==> src/rtl/sim_finish_ctrl.sv <==
// End-of-program detector: tohost store, jal x0,0 self-loop or watchdog halts the core,
// then after DRAIN_CYCLES more edges raises a sticky finish_flag with cause, exit code and counts.
module sim_finish_ctrl #(
  parameter logic [31:0] TOHOST_ADDR    = 32'h0000_03FC,
  parameter int          SELFLOOP_REPS  = 4,
  parameter int          DRAIN_CYCLES   = 3,
  parameter int          TIMEOUT_CYCLES = 100000,
  parameter int          CNT_W          = 32
) (
  input  logic             clock,
  input  logic             rst,
  input  logic             instr_valid,
  input  logic [31:0]      pc,
  input  logic [31:0]      instr,
  input  logic             mem_we,
  input  logic [31:0]      mem_addr,
  input  logic [31:0]      mem_wdata,
  output logic             halt,
  output logic             finish_flag,
  output logic             timeout_flag,
  output logic [1:0]       cause,
  output logic [31:0]      exit_code,
  output logic [CNT_W-1:0] cycle_count,
  output logic [CNT_W-1:0] retired_count
);
  localparam int SW = $clog2(SELFLOOP_REPS + 1);
  localparam int DW = (DRAIN_CYCLES > 0) ? $clog2(DRAIN_CYCLES + 1) : 1;
  localparam logic [31:0]      JAL_SELF   = 32'h0000_006F;
  localparam logic [SW-1:0]    SL_TARGET  = SW'(SELFLOOP_REPS);
  localparam logic [DW-1:0]    DRAIN_INIT = DW'(DRAIN_CYCLES);
  localparam logic [CNT_W-1:0] TO_LAST    = CNT_W'(TIMEOUT_CYCLES - 1);

  typedef enum logic [1:0] {RUN, DRAIN, DONE} state_t;

  state_t        state, state_n;
  logic [SW-1:0] sl_cnt, sl_cnt_n;
  logic [31:0]   sl_pc, sl_pc_n;
  logic [DW-1:0] drain_cnt, drain_cnt_n;
  logic          is_loop, t1, t2, t3;
  logic          halt_n, finish_n, timeout_n;
  logic [1:0]    cause_n;
  logic [31:0]   exit_n;

  always_comb begin
    is_loop  = instr_valid && (instr == JAL_SELF);
    sl_cnt_n = sl_cnt;
    sl_pc_n  = sl_pc;
    // A loop retirement at a new PC restarts the run rather than clearing it.
    if (instr_valid) begin
      if (!is_loop) begin
        sl_cnt_n = '0;
      end else if ((sl_cnt != '0) && (pc == sl_pc)) begin
        sl_cnt_n = sl_cnt + 1'b1;
      end else begin
        sl_cnt_n = SW'(1);
        sl_pc_n  = pc;
      end
    end

    t1 = mem_we && (mem_addr == TOHOST_ADDR);
    t2 = is_loop && (sl_cnt_n == SL_TARGET);
    t3 = (cycle_count == TO_LAST);

    state_n     = state;
    drain_cnt_n = drain_cnt;
    halt_n      = halt;
    finish_n    = finish_flag;
    timeout_n   = timeout_flag;
    cause_n     = cause;
    exit_n      = exit_code;

    case (state)
      RUN: begin
        if (t1 || t2 || t3) begin
          halt_n      = 1'b1;
          timeout_n   = !t1 && !t2;
          cause_n     = t1 ? 2'd1 : (t2 ? 2'd2 : 2'd3);
          exit_n      = t1 ? mem_wdata : 32'h0;
          drain_cnt_n = DRAIN_INIT;
          if (DRAIN_CYCLES == 0) begin
            state_n  = DONE;
            finish_n = 1'b1;
          end else begin
            state_n = DRAIN;
          end
        end
      end
      DRAIN: begin
        drain_cnt_n = drain_cnt - 1'b1;
        if (drain_cnt == DW'(1)) begin
          state_n  = DONE;
          finish_n = 1'b1;
        end
      end
      default: ;
    endcase
  end

  always_ff @(posedge clock or negedge rst) begin
    if (!rst) begin
      state         <= RUN;
      sl_cnt        <= '0;
      sl_pc         <= '0;
      drain_cnt     <= '0;
      halt          <= 1'b0;
      finish_flag   <= 1'b0;
      timeout_flag  <= 1'b0;
      cause         <= 2'd0;
      exit_code     <= 32'h0;
      cycle_count   <= '0;
      retired_count <= '0;
    end else begin
      state        <= state_n;
      drain_cnt    <= drain_cnt_n;
      halt         <= halt_n;
      finish_flag  <= finish_n;
      timeout_flag <= timeout_n;
      cause        <= cause_n;
      exit_code    <= exit_n;
      // Counters include the trigger cycle and freeze once the core halts.
      if (state == RUN) begin
        cycle_count <= cycle_count + 1'b1;
        if (instr_valid) retired_count <= retired_count + 1'b1;
        sl_cnt <= sl_cnt_n;
        sl_pc  <= sl_pc_n;
      end
    end
  end
endmodule

==> config.mk <==
export PLATFORM = sky130hd
export DESIGN_NAME = sim_finish_ctrl
export DESIGN_NICKNAME = d
export VERILOG_FILES = /design/src/rtl/sim_finish_ctrl.sv
export SDC_FILE = /design/constraint.sdc
export NUM_CORES = 1
export LEC_CHECK = 0
export ABC_AREA = 1
export CORE_AREA = 5 5 154 126
export DETAILED_ROUTE_END_ITERATION = 6
export DIE_AREA = 0 0 159 131
export PLACE_DENSITY = 0.73
export SETUP_SLACK_MARGIN = 0.2
export SLEW_MARGIN = 25
export SYNTH_ARGS = -nofsm -noshare
export SYNTH_HDL_FRONTEND = slang
export SYNTH_SLANG_ARGS = --single-unit
==> constraint.sdc <==
create_clock -name clock -period 1.8 [get_ports clock]
set_input_delay 0.36 -clock clock [delete_from_list [all_inputs] [get_ports clock]]
set_output_delay 0.36 -clock clock [all_outputs]
set_load 0.02 [all_outputs]
==> results.md, run 1 <==
* run status: finished with violations
* failing checks: setup timing
* switch share: 21.4%
* routed via count: 7215
* max frequency: 0.452 GHz
* max-capacitance violation count: 0
* final number of max-transition violations: 0
* family of cells with the greatest summed delay on the critical path: simple AND/OR/NAND/NOR gates
* Setup crit end kind: register
* number of warnings printed during yosys synthesis: 0
* primary flip-flop cell chosen by synthesis mapping: sky130_fd_sc_hd__dfrtp_1
* flip-flop and latch count after synthesis: 140
* slew at the pin closest to its max-slew limit: 0.388 ns
* Unique masters post-synth: 34
* total routing usage reported by global routing: 21.1%
* first-pass GRT wire length: 36000 µm
* power share of the clock group: 51.0%
* area enclosed by the die boundary: 20800 µm²
* critical path cell sequence: inv_2 -> ha_2 -> nand2_1 -> nand2_1 -> nor2_1 -> nand2_1 -> nor2_1 -> nand2_1 -> nor2_4 -> buf_6 -> nand2_4 -> nand3_4 -> buf_6 -> buf_16 -> mux2_4
* share of post-route cells with drive strength above 1: 30.6%
* biggest area contributors in the synthesized netlist: sky130_fd_sc_hd__dfrtp_1 48%, sky130_fd_sc_hd__nand2_1 13%, sky130_fd_sc_hd__inv_1 7.6%, sky130_fd_sc_hd__xor2_1 4.9%, sky130_fd_sc_hd__xnor2_1 4.3%
* DRC violation count after routing: 0
* Synth top area share: 48.2%
* Clk Latency, worst-skew pair: 0.42 ns
* number of rows created at floorplan: 44
* number of ports placed on the die boundary: 233
* Antenna Violating Nets Remaining: 0
* CTS clk-pin slew, worst paths: 0.07 ns
* post-synthesis sequential area ratio: 48.2%
* critical path buffer and inverter count: 4
* Antenna Cells: 0
* Tightest Hold Check Type: in2async
* Filler Cells Inserted: 1347
* unrepaired setup endpoints after global routing: yes
* async set-reset flop share out of synthesis: 100%
* worst supply voltage drop on vdd: 0.000521 V
* critical path launch point type: register
* Int Power: 5.90 mW
* final weighted congestion in routability-driven placement: 0.875
* Post-Place Cells: 1445
* worst relative slew slack: 74.1%
* mean routed wirelength per cell: 15.1 µm
* biggest cell delay along the critical path: 0.36 ns
* number of sinks driven by the clock tree: 140
* Setup WS post-layout: -0.412 ns
* Post-Syn Nets: 1028
* post-place setup slack: -0.768 ns
* standard cell core area: 17800 µm²
* data required time of the worst path: 2.10 ns
* final count of negative-setup-slack endpoints: 93
* leakage power: 6.34 nW
* TritonCTS buffer count: 17
* combinational share of power: 6.9%
* 1st-pass router iterations: 5
* cell area after synthesis: 7260 µm²
* final non-filler cell total: 1536
* Arr. time, crit path: 2.51 ns
* post-layout min period: 2.21 ns
* power density of the placed cells: 596 nW/µm²
* critical-path maximum fanout: 7
* starting density of the core: 40.8%
* clock tree from TritonCTS: done
* Vias per Instance: 4.70
* Top cell by count, worst path: sky130_fd_sc_hd__nand2_1
* number of levels the H-tree was split into: 4
* post-detailed-placement half-perimeter wirelength: 15600 µm
* number of nets at the end of the flow: 1430
* Non-Filler Cell Area, Final: 12600 µm²
* final clock skew: 0.0116 ns
* total net switching power: 1.61 mW
* number of instances in the synthesized netlist: 891
* placed instance area: 10900 µm²
* overflow left after global routing: 0
* Die Span X: 159 µm
* crit share post-route: 123%
* area overhead of the layout relative to synthesis: 73.3%
* pin count of the biggest net entering global routing: 39
* sum of routed wire length over all layers: 23200 µm
* total of buffers placed on input and output ports: 232
* register share of total power: 42.0%
* worst r2r path cells: 15
* number of global-route vias before repair: 7339
* cell type of the slowest stage on the worst timing path: sky130_fd_sc_hd__dfrtp_1
* WP depth: 15
* type of the worst setup path: reg2reg
* dominant cell type by area after synthesis: sky130_fd_sc_hd__dfrtp_1
* Post-synth EDFFs: 0
* buffer levels on the longest clock path: 2
* number of DRC violations after detailed-routing iteration 0: 258
* average size of a mapped cell: 8.15 µm²
* final number of hold-violating endpoints: 0
* root cell of the clock tree: sky130_fd_sc_hd__clkbuf_16
* height of the die: 131 µm
* number of antenna violations at the first check in global routing: 0
[layout make-up]
| type | instances | area [µm²] | share of cell area, % |
|---|---|---|---|
| clock buffer | 20 | 457 | 3.63 |
| tap | 230 | 288 | 2.29 |
| sequential | 140 | 3510 | 27.9 |
| multi-input combinational | 579 | 3760 | 29.9 |
| clock inverter | 12 | 185 | 1.47 |
| timing repair buffer | 403 | 3810 | 30.3 |
| inverter | 152 | 573 | 4.55 |
[power by group through the flow]
stage               Clock (mW)  Combinational [mW]  Sequential [mW]
global placement             0               0.508             3.21
CTS                       3.89               0.521             3.16
detailed placement           0               0.516             3.21
floorplan                    0              0.0772             3.22
finish                    3.83               0.521             3.16
global route              4.04               0.571             3.15
[final timing paths]
| path | slack [ns] | start | end |
|---|---|---|---|
| max in group asynchronous | 0.77 | rst | retired_count[20] |
| min | 0.42 | rst | cycle_count[9] |
| min reg2reg | 0.46 | halt | halt |
| min in group clock | 0.46 | halt | halt |
| max | -0.41 | sl_cnt[0] | sl_pc[1] |
| max reg2reg | -0.41 | sl_cnt[0] | sl_pc[1] |
[placed cells by master, fill, tap and decap left out, drive strengths merged, types with 17 or more instances in the layout]
cell           netlist  routed
nand2              261     261
buf                 13     182
inv                152     154
dfrtp              140     140
clkdlybuf4s50        0     130
nor2                67      67
nand3               63      63
dlygate4sd2          0      51
clkbuf               7      42
xor2                41      41
xnor2               36      36
nor3                23      23
nand4               20      20
o21ai               18      18
clkdlybuf4s15        0      17
[flip-flops by register name (all words and copies together), names as in the netlist, 2 cells and up]
signal	flops
cause	2
cycle_count	32
drain_cnt	2
exit_code	32
retired_count	32
sl_cnt	3
sl_pc	32
state	2
[worst register-to-register path, cell delays in order, from the launching register on]
cell	delay (ns)
sky130_fd_sc_hd__dfrtp_1	0.36
sky130_fd_sc_hd__inv_2	0.05
sky130_fd_sc_hd__ha_2	0.17
sky130_fd_sc_hd__nand2_1	0.05
sky130_fd_sc_hd__nand2_1	0.04
sky130_fd_sc_hd__nor2_1	0.11
sky130_fd_sc_hd__nand2_1	0.07
sky130_fd_sc_hd__nor2_1	0.10
sky130_fd_sc_hd__nand2_1	0.10
sky130_fd_sc_hd__nor2_4	0.18
sky130_fd_sc_hd__buf_6	0.13
sky130_fd_sc_hd__nand2_4	0.05
sky130_fd_sc_hd__nand3_4	0.13
sky130_fd_sc_hd__buf_6	0.13
sky130_fd_sc_hd__buf_16	0.13
sky130_fd_sc_hd__mux2_4	0.30
[logic make-up after synthesis]
| group | count (synthesis) | synth area share (%) |
|---|---|---|
| compound gates | 24 | 1.74 |
| fa+ha+maj | 5 | 0.861 |
| flops | 140 | 48.2 |
| xor+xnor | 77 | 9.29 |
| simple gates | 457 | 28.1 |
| mux | 16 | 2.48 |
| buf+inv | 172 | 9.30 |
[per-layer routing]
layer | track usage [%] | vias up | part of all wire, %
met2 | 36.9 | 215 | 51
met5 | 0 | - | 0
met1 | 26.1 | 3405 | 42
li1 | - | 3570 | -
met4 | 7.02 | 0 | 1.7
met3 | 5.05 | 25 | 5.7
[timing repair]
| item | in CTS | in global routing |
|---|---|---|
| hold buffers | 1 | 0 |
| hold endpoints to repair | 31 | 0 |
| buffers inserted | 29 | 24 |
| setup endpoints to repair | 213 | 162 |
| resized for setup | 256 | 137 |
| pin swaps | 29 | 35 |
| cloned | 2 | 3 |
[Yosys cell counts, drive strengths merged (7+ instances only)]
| master | instances |
|---|---|
| nand2 | 261 |
| nand4 | 20 |
| o21ai | 18 |
| xor2 | 41 |
| nand3 | 63 |
| dfrtp | 140 |
| nor2 | 67 |
| inv | 152 |
| buf | 13 |
| xnor2 | 36 |
| mux2 | 16 |
| nor4 | 15 |
| nor3 | 23 |
| clkbuf | 7 |
[stage by stage]
step	TNS [ns]	hold slack [ns]	util (%)	total power [mW]
global route	-38.30	0.452	70.8	7.76
CTS	-13.45	0.428	68.1	7.57
finish	-25.53	0.419	70.8	7.51
floorplan	-2.27	0.0644	-	3.29
global placement	-58.96	0.304	61.1	3.72
detailed placement	-60.65	0.307	61.1	3.73
No activity file was read; power rests on OpenSTA's default activity.
==> run 2: changes to the inputs <==
--- a/config.mk
+++ b/config.mk
@@ -9,7 +9,7 @@
 export CORE_AREA = 5 5 154 126
 export DETAILED_ROUTE_END_ITERATION = 6
 export DIE_AREA = 0 0 159 131
-export PLACE_DENSITY = 0.73
+export PLACE_DENSITY = 0.76
 export SETUP_SLACK_MARGIN = 0.2
 export SLEW_MARGIN = 25
 export SYNTH_ARGS = -nofsm -noshare
==> run 2 against run 1 <==
The flow still finishes with violations (setup timing). Clock-buffer cell count down 2. Register-to-register slack better by 0.03 ns. Routed wire length up 5.1%. Sequential cell count unchanged. Clock skew up 0.0016 ns. Die area unchanged. Fmax up 1.6%. Clock power down 6.5%. Via count up 2.7%. Sequential power about the same. Worst hold slack better by 0.027 ns. Non-clock buffer count down 4. Critical endpoint is now exit_code[21]. Largest cell class is now multi-input combinational cells.
==> results.md, run 2 (same netlist as run 1, synthesis figures left out) <==
* combinational share of power: 7.2%
* critical-path maximum fanout: 18
* TritonCTS buffer count: 17
* first-pass GRT wire length: 36500 µm
* area overhead of the layout relative to synthesis: 73.7%
* Int Power: 5.59 mW
* Setup WS post-layout: -0.378 ns
* post-detailed-placement half-perimeter wirelength: 16000 µm
* number of antenna violations at the first check in global routing: 1
* 1st-pass router iterations: 4
* power share of the clock group: 49.3%
* most common cell after layout, fill and taps aside: sky130_fd_sc_hd__nand2_1
* buffer levels on the longest clock path: 2
* unrepaired setup endpoints after global routing: yes
* Filler Cells Inserted: 1329
* number of nets at the end of the flow: 1426
* switch share: 23.0%
* failing checks: setup timing
* Top cell by count, worst path: sky130_fd_sc_hd__nand2_1
* DRC violation count after routing: 0
* mean routed wirelength per cell: 15.9 µm
* Antenna Violating Nets Remaining: 0
* worst r2r path cells: 16
* total net switching power: 1.67 mW
* run status: finished with violations
* final number of hold-violating endpoints: 0
* standard cell core area: 17800 µm²
* final weighted congestion in routability-driven placement: 0.943
* power density of the placed cells: 576 nW/µm²
* data required time of the worst path: 2.12 ns
* post-layout utilization of the core: 70.9%
* worst reg2reg startpoint: sl_pc[4]
* critical path launch point type: register
* biggest cell delay along the critical path: 0.43 ns
* post-place setup slack: -0.725 ns
* critical path buffer and inverter count: 3
* number of levels the H-tree was split into: 4
* area enclosed by the die boundary: 20800 µm²
* family of cells with the greatest summed delay on the critical path: simple AND/OR/NAND/NOR gates
* worst supply voltage drop on vdd: 0.000352 V
* post-layout min period: 2.18 ns
* pin count of the biggest net entering global routing: 46
* Arr. time, crit path: 2.50 ns
* Crit. Startpoint: sl_pc[4]
* critical path cell sequence: inv_1 -> nand2_1 -> nand2_1 -> nor2_1 -> nand2_1 -> nor2_1 -> nand2_1 -> nor2_4 -> nand3_2 -> nor2_2 -> nand2_2 -> nand3_4 -> buf_12 -> nand3_1 -> nand2_1 -> inv_1
* type of the worst setup path: reg2reg
* total routing usage reported by global routing: 21.7%
* Tightest Hold Check Type: in2async
* number of rows created at floorplan: 44
* overflow left after global routing: 0
* height of the die: 131 µm
* number of sinks driven by the clock tree: 140
* max frequency: 0.459 GHz
* root cell of the clock tree: sky130_fd_sc_hd__clkbuf_16
* Clk Latency, worst-skew pair: 0.43 ns
* number of global-route vias before repair: 7565
* leakage power: 6.32 nW
* commonest cells after routing, fill and taps aside: 216 x sky130_fd_sc_hd__nand2_1, 142 x sky130_fd_sc_hd__inv_1, 130 x sky130_fd_sc_hd__clkdlybuf4s50_1
* routed via count: 7413
* reg2reg setup slack: -0.38 ns
* final number of max-transition violations: 0
* max-capacitance violation count: 0
* final clock skew: 0.0132 ns
* Die Span X: 159 µm
* slew at the pin closest to its max-slew limit: 0.473 ns
* cell type of the slowest stage on the worst timing path: sky130_fd_sc_hd__dfrtp_1
* Vias per Instance: 4.84
* number of ports placed on the die boundary: 233
* worst relative slew slack: 68.5%
* clock tree from TritonCTS: done
* sum of routed wire length over all layers: 24300 µm
* starting density of the core: 40.8%
* total of buffers placed on input and output ports: 232
* number of DRC violations after detailed-routing iteration 0: 289
* endpoint of the worst register-to-register path: exit_code[21]
* Setup crit end kind: register
* CTS clk-pin slew, worst paths: 0.07 ns
* final count of negative-setup-slack endpoints: 104
* register share of total power: 43.5%
* crit share post-route: 121%
* share of post-route cells with drive strength above 1: 31.8%
==> run 2: changes by cell type in the layout (fill, tap and decap cells not counted), moves of 3 or more <==
cell	delta
sky130_fd_sc_hd__buf_2	+14
sky130_fd_sc_hd__nand3_2	-3
sky130_fd_sc_hd__clkbuf_2	-4
sky130_fd_sc_hd__nand2_4	+6
sky130_fd_sc_hd__buf_12	+6
sky130_fd_sc_hd__inv_2	-3
sky130_fd_sc_hd__dfrtp_2	+3
sky130_fd_sc_hd__nand2_1	-12
sky130_fd_sc_hd__dlygate4sd2_1	-3
sky130_fd_sc_hd__dfrtp_1	-3
sky130_fd_sc_hd__clkdlybuf4s15_2	-3
sky130_fd_sc_hd__nand2_2	+5
sky130_fd_sc_hd__nand3_1	+4
sky130_fd_sc_hd__buf_6	-9
==> run 2: repair_timing <==
action                     in CTS  in global routing
pin swaps                      23                 27
gates cloned                    2                  3
hold endpoints to repair       41                  0
gates resized for setup       279                156
hold buffers                    1                  0
setup buffers                  34                 13
setup endpoints to repair     212                168
==> run 2: worst max path at each step <==
stage | end | slack (ns) | depth (start not counted)
6_report | exit_code[21] | -0.38 | 16
5_1_grt | exit_code[21] | -0.57 | 16
4_1_cts | drain_cnt[1] | -0.25 | 18
3_5_place_dp | exit_code[20] | -0.73 | 14
3_3_place_gp | exit_code[5] | -0.65 | 14
2_1_floorplan | cause[1] | -0.13 | 18
==> run 2: worst reg2reg max path, stage by stage (launching register included) <==
cell and delay [ns]:
sky130_fd_sc_hd__dfrtp_1 0.43, sky130_fd_sc_hd__inv_1 0.07, sky130_fd_sc_hd__nand2_1 0.08, sky130_fd_sc_hd__nand2_1 0.07
sky130_fd_sc_hd__nor2_1 0.12, sky130_fd_sc_hd__nand2_1 0.07, sky130_fd_sc_hd__nor2_1 0.08, sky130_fd_sc_hd__nand2_1 0.09
sky130_fd_sc_hd__nor2_4 0.17, sky130_fd_sc_hd__nand3_2 0.12, sky130_fd_sc_hd__nor2_2 0.14, sky130_fd_sc_hd__nand2_2 0.09
sky130_fd_sc_hd__nand3_4 0.13, sky130_fd_sc_hd__buf_12 0.17, sky130_fd_sc_hd__nand3_1 0.10, sky130_fd_sc_hd__nand2_1 0.12
sky130_fd_sc_hd__inv_1 0.05
==> run 2: area by class of cell <==
type,count,area (µm²),share of cell area [%]
multi-input combinational,579,3860,30.6
clock inverter,14,160,1.27
antenna,1,2.50,0.0198
inverter,152,582,4.61
timing repair buffer,399,3760,29.8
clock buffer,18,439,3.48
tap,230,288,2.28
sequential,140,3520,27.9
==> run 2: through the flow <==
step | TNS [ns] | cells | instance area (µm²) | hold WS, ns | power (mW)
final | -24.67 | 1533 | 12600 | 0.446 | 7.26
after floorplan | -2.27 | 891 | 7480 | 0.0644 | 3.29
after global routing | -40.34 | 1533 | 12600 | 0.479 | 7.51
after detailed placement | -55.14 | 1447 | 10900 | 0.331 | 3.72
after global placement | -50.94 | 1447 | 10900 | 0.329 | 3.71
after CTS | -14.51 | 1516 | 12200 | 0.451 | 7.31
==> run 2: metal layers <==
layer / vias to the layer above / GRT usage (%) / part of all wire, %
met2: 292 / 39.0 / 51
li1: 3562 / - / -
met4: 0 / 8.88 / 3.6
met3: 64 / 6.74 / 7.4
met1: 3495 / 24.4 / 38
met5: - / 0 / 0
==> run 2: power groups by stage <==
| stage | Combinational, mW | Sequential [mW] | Clock, mW |
|---|---|---|---|
| floorplan | 0.0772 | 3.22 | 0 |
| global placement | 0.500 | 3.21 | 0 |
| detailed placement | 0.508 | 3.21 | 0 |
| CTS | 0.520 | 3.16 | 3.63 |
| global route | 0.566 | 3.15 | 3.79 |
| finish | 0.522 | 3.16 | 3.58 |
==> run 3: changes to the inputs <==
==> constraint.sdc (replaced) <==
create_clock -name clock -period 1.8 [get_ports clock]
set_input_delay 0.36 -clock clock [delete_from_list [all_inputs] [get_ports clock]]
set_output_delay 0.36 -clock clock [all_outputs]
set_load 0.1 [all_outputs]
==> run 3 against run 2 <==
The flow still finishes with violations (setup timing). Cell area rose by 9.6%. Final cell count fell by 0.85%. Via count decreased by 1.4%. Worst hold slack got worse by 0.017 ns. Non-clock buffer count down 12. Sequential power barely moved. Critical path depth is 4 lower. Worst setup slack better by 0.019 ns. Largest power group unchanged. Highest routed layer unchanged.
==> results.md, run 3 (same netlist as run 1, synthesis figures left out) <==
* pin count of the biggest net entering global routing: 38
* number of ports placed on the die boundary: 233
* Clk Latency, worst-skew pair: 0.42 ns
* number of levels the H-tree was split into: 4
* critical path cell sequence: nor2_4 -> buf_6 -> inv_4 -> nor2_4 -> nand4_1 -> nor2_2 -> nand2_2 -> nor2_4 -> buf_6 -> buf_6 -> nand2_2 -> xnor2_1
* total of buffers placed on input and output ports: 232
* Tightest Hold Check Type: in2async
* number of antenna violations at the first check in global routing: 0
* DRC violation count after routing: 0
* biggest cell delay along the critical path: 0.41 ns
* crit share post-route: 120%
* final weighted congestion in routability-driven placement: 0.860
* mean routed wirelength per cell: 16.5 µm
* Arr. time, crit path: 2.45 ns
* total net switching power: 1.62 mW
* leakage power: 6.65 nW
* Int Power: 6.00 mW
* placed instance area: 12000 µm²
* most common cell after layout, fill and taps aside: sky130_fd_sc_hd__nand2_1
* area enclosed by the die boundary: 20800 µm²
* 1st-pass router iterations: 5
* Die Span X: 159 µm
* Setup crit end kind: register
* Vias per Instance: 4.81
* root cell of the clock tree: sky130_fd_sc_hd__clkbuf_16
* Non-Filler Cell Area, Final: 13800 µm²
* share of post-route cells with drive strength above 1: 37.3%
* critical path buffer and inverter count: 4
* routed via count: 7308
* worst hold margin: 0.428 ns
* post-detailed-placement half-perimeter wirelength: 16700 µm
* final non-filler cell total: 1520
* TritonCTS buffer count: 17
* family of cells with the greatest summed delay on the critical path: simple AND/OR/NAND/NOR gates
* final number of hold-violating endpoints: 0
* number of DRC violations after detailed-routing iteration 0: 337
* Antenna Cells: 0
* run status: finished with violations
* register share of total power: 41.5%
* commonest cells after routing, fill and taps aside: 239 x sky130_fd_sc_hd__nand2_1, 140 x sky130_fd_sc_hd__inv_1, 130 x sky130_fd_sc_hd__clkdlybuf4s50_1
* cell type of the slowest stage on the worst timing path: sky130_fd_sc_hd__dfrtp_1
* sum of routed wire length over all layers: 25100 µm
* combinational share of power: 6.9%
* CTS clk-pin slew, worst paths: 0.06 ns
* starting density of the core: 40.8%
* max-capacitance violation count: 0
* data required time of the worst path: 2.09 ns
* Setup WS post-layout: -0.359 ns
* Antenna Violating Nets Remaining: 0
* height of the die: 131 µm
* power share of the clock group: 51.6%
* first-pass GRT wire length: 37200 µm
* power density of the placed cells: 551 nW/µm²
* clock tree from TritonCTS: done
* final number of max-transition violations: 0
* unrepaired setup endpoints after global routing: yes
* overflow left after global routing: 0
* worst relative slew slack: 73.5%
* total routing usage reported by global routing: 22.1%
* number of sinks driven by the clock tree: 140
* failing checks: setup timing
* slew at the pin closest to its max-slew limit: 0.398 ns
* critical path launch point type: register
* number of global-route vias before repair: 7483
* number of rows created at floorplan: 44
* final clock skew: 0.0157 ns
* final count of negative-setup-slack endpoints: 98
* worst supply voltage drop on vdd: 0.000360 V
* number of nets at the end of the flow: 1414
* type of the worst setup path: reg2reg
* standard cell core area: 17800 µm²
* buffer levels on the longest clock path: 2
* Post-Place Cells: 1432
* switch share: 21.3%
* area overhead of the layout relative to synthesis: 90.3%
* max frequency: 0.463 GHz
* post-layout min period: 2.16 ns
* critical-path maximum fanout: 4
* power consumption: 7.62 mW
run 3: cell types whose count changed in the layout (fill, tap and decap cells not counted), sizes merged, moves of 2 or more:
cell           change
buf               +65
bufinv             +3
clkbuf            -16
clkdlybuf4s15     -13
dlygate4sd2       -48
inv                -2
run 3: through the flow:
stage | setup slack [ns] | setup TNS, ns | utilization (%)
6_report | -0.359 | -21.86 | 77.7
5_1_grt | -0.448 | -34.42 | 77.7
4_1_cts | -0.346 | -18.52 | 73.9
3_5_place_dp | -0.738 | -53.97 | 67.5
3_3_place_gp | -0.685 | -47.84 | 67.5
2_1_floorplan | -0.256 | -3.66 | -
run 3: final cells by class:
type	instances	area (µm²)
repair buffers	387	4900
fillers	1073	3960
multi-input cells	579	3760
flip-flops and latches	140	3640
inverters	152	578
clock buffers	19	443
well taps	230	288
clock inverters	13	214
run 3: power by group through the flow:
| stage | clock network (mW) | logic (mW) | registers (mW) |
|---|---|---|---|
| finish | 3.93 | 0.528 | 3.16 |
| global route | 4.14 | 0.573 | 3.16 |
| CTS | 3.99 | 0.529 | 3.16 |
| detailed placement | 0 | 0.516 | 3.22 |
| global placement | 0 | 0.507 | 3.22 |
| floorplan | 0 | 0.0774 | 3.22 |
run 3: routing by layer:
| metal | part of all wire (%) | vias up | global-route usage, % |
|---|---|---|---|
| li1 | - | 3519 | - |
| met1 | 40 | 3490 | 26.2 |
| met2 | 51 | 246 | 38.9 |
| met3 | 6.5 | 53 | 6.65 |
| met4 | 2.4 | 0 | 7.62 |
| met5 | 0 | - | 0 |
run 3: path summary, 6_finish.rpt:
check / startpoint / cells past startpoint / slack (ns) / to
setup / recovery: state[0] / 12 / -0.36 / retired_count[26]
hold / removal: rst / 2 / 0.43 / retired_count[31]
setup reg to reg: state[0] / 12 / -0.36 / retired_count[26]
hold reg to reg: drain_cnt[0] / 2 / 0.52 / drain_cnt[0]
max in group asynchronous: rst / 3 / 0.82 / cycle_count[22]
min in group clock: drain_cnt[0] / 2 / 0.52 / drain_cnt[0]
run 3: repair_timing:
item | CTS | global route
setup endpoints to repair | 123 | 133
pin swaps | 29 | 52
endpoints found under the hold margin | 33 | 0
hold buffers | 1 | 0
cloned | 3 | 1
resized for setup | 61 | 86
setup buffers | 21 | 30
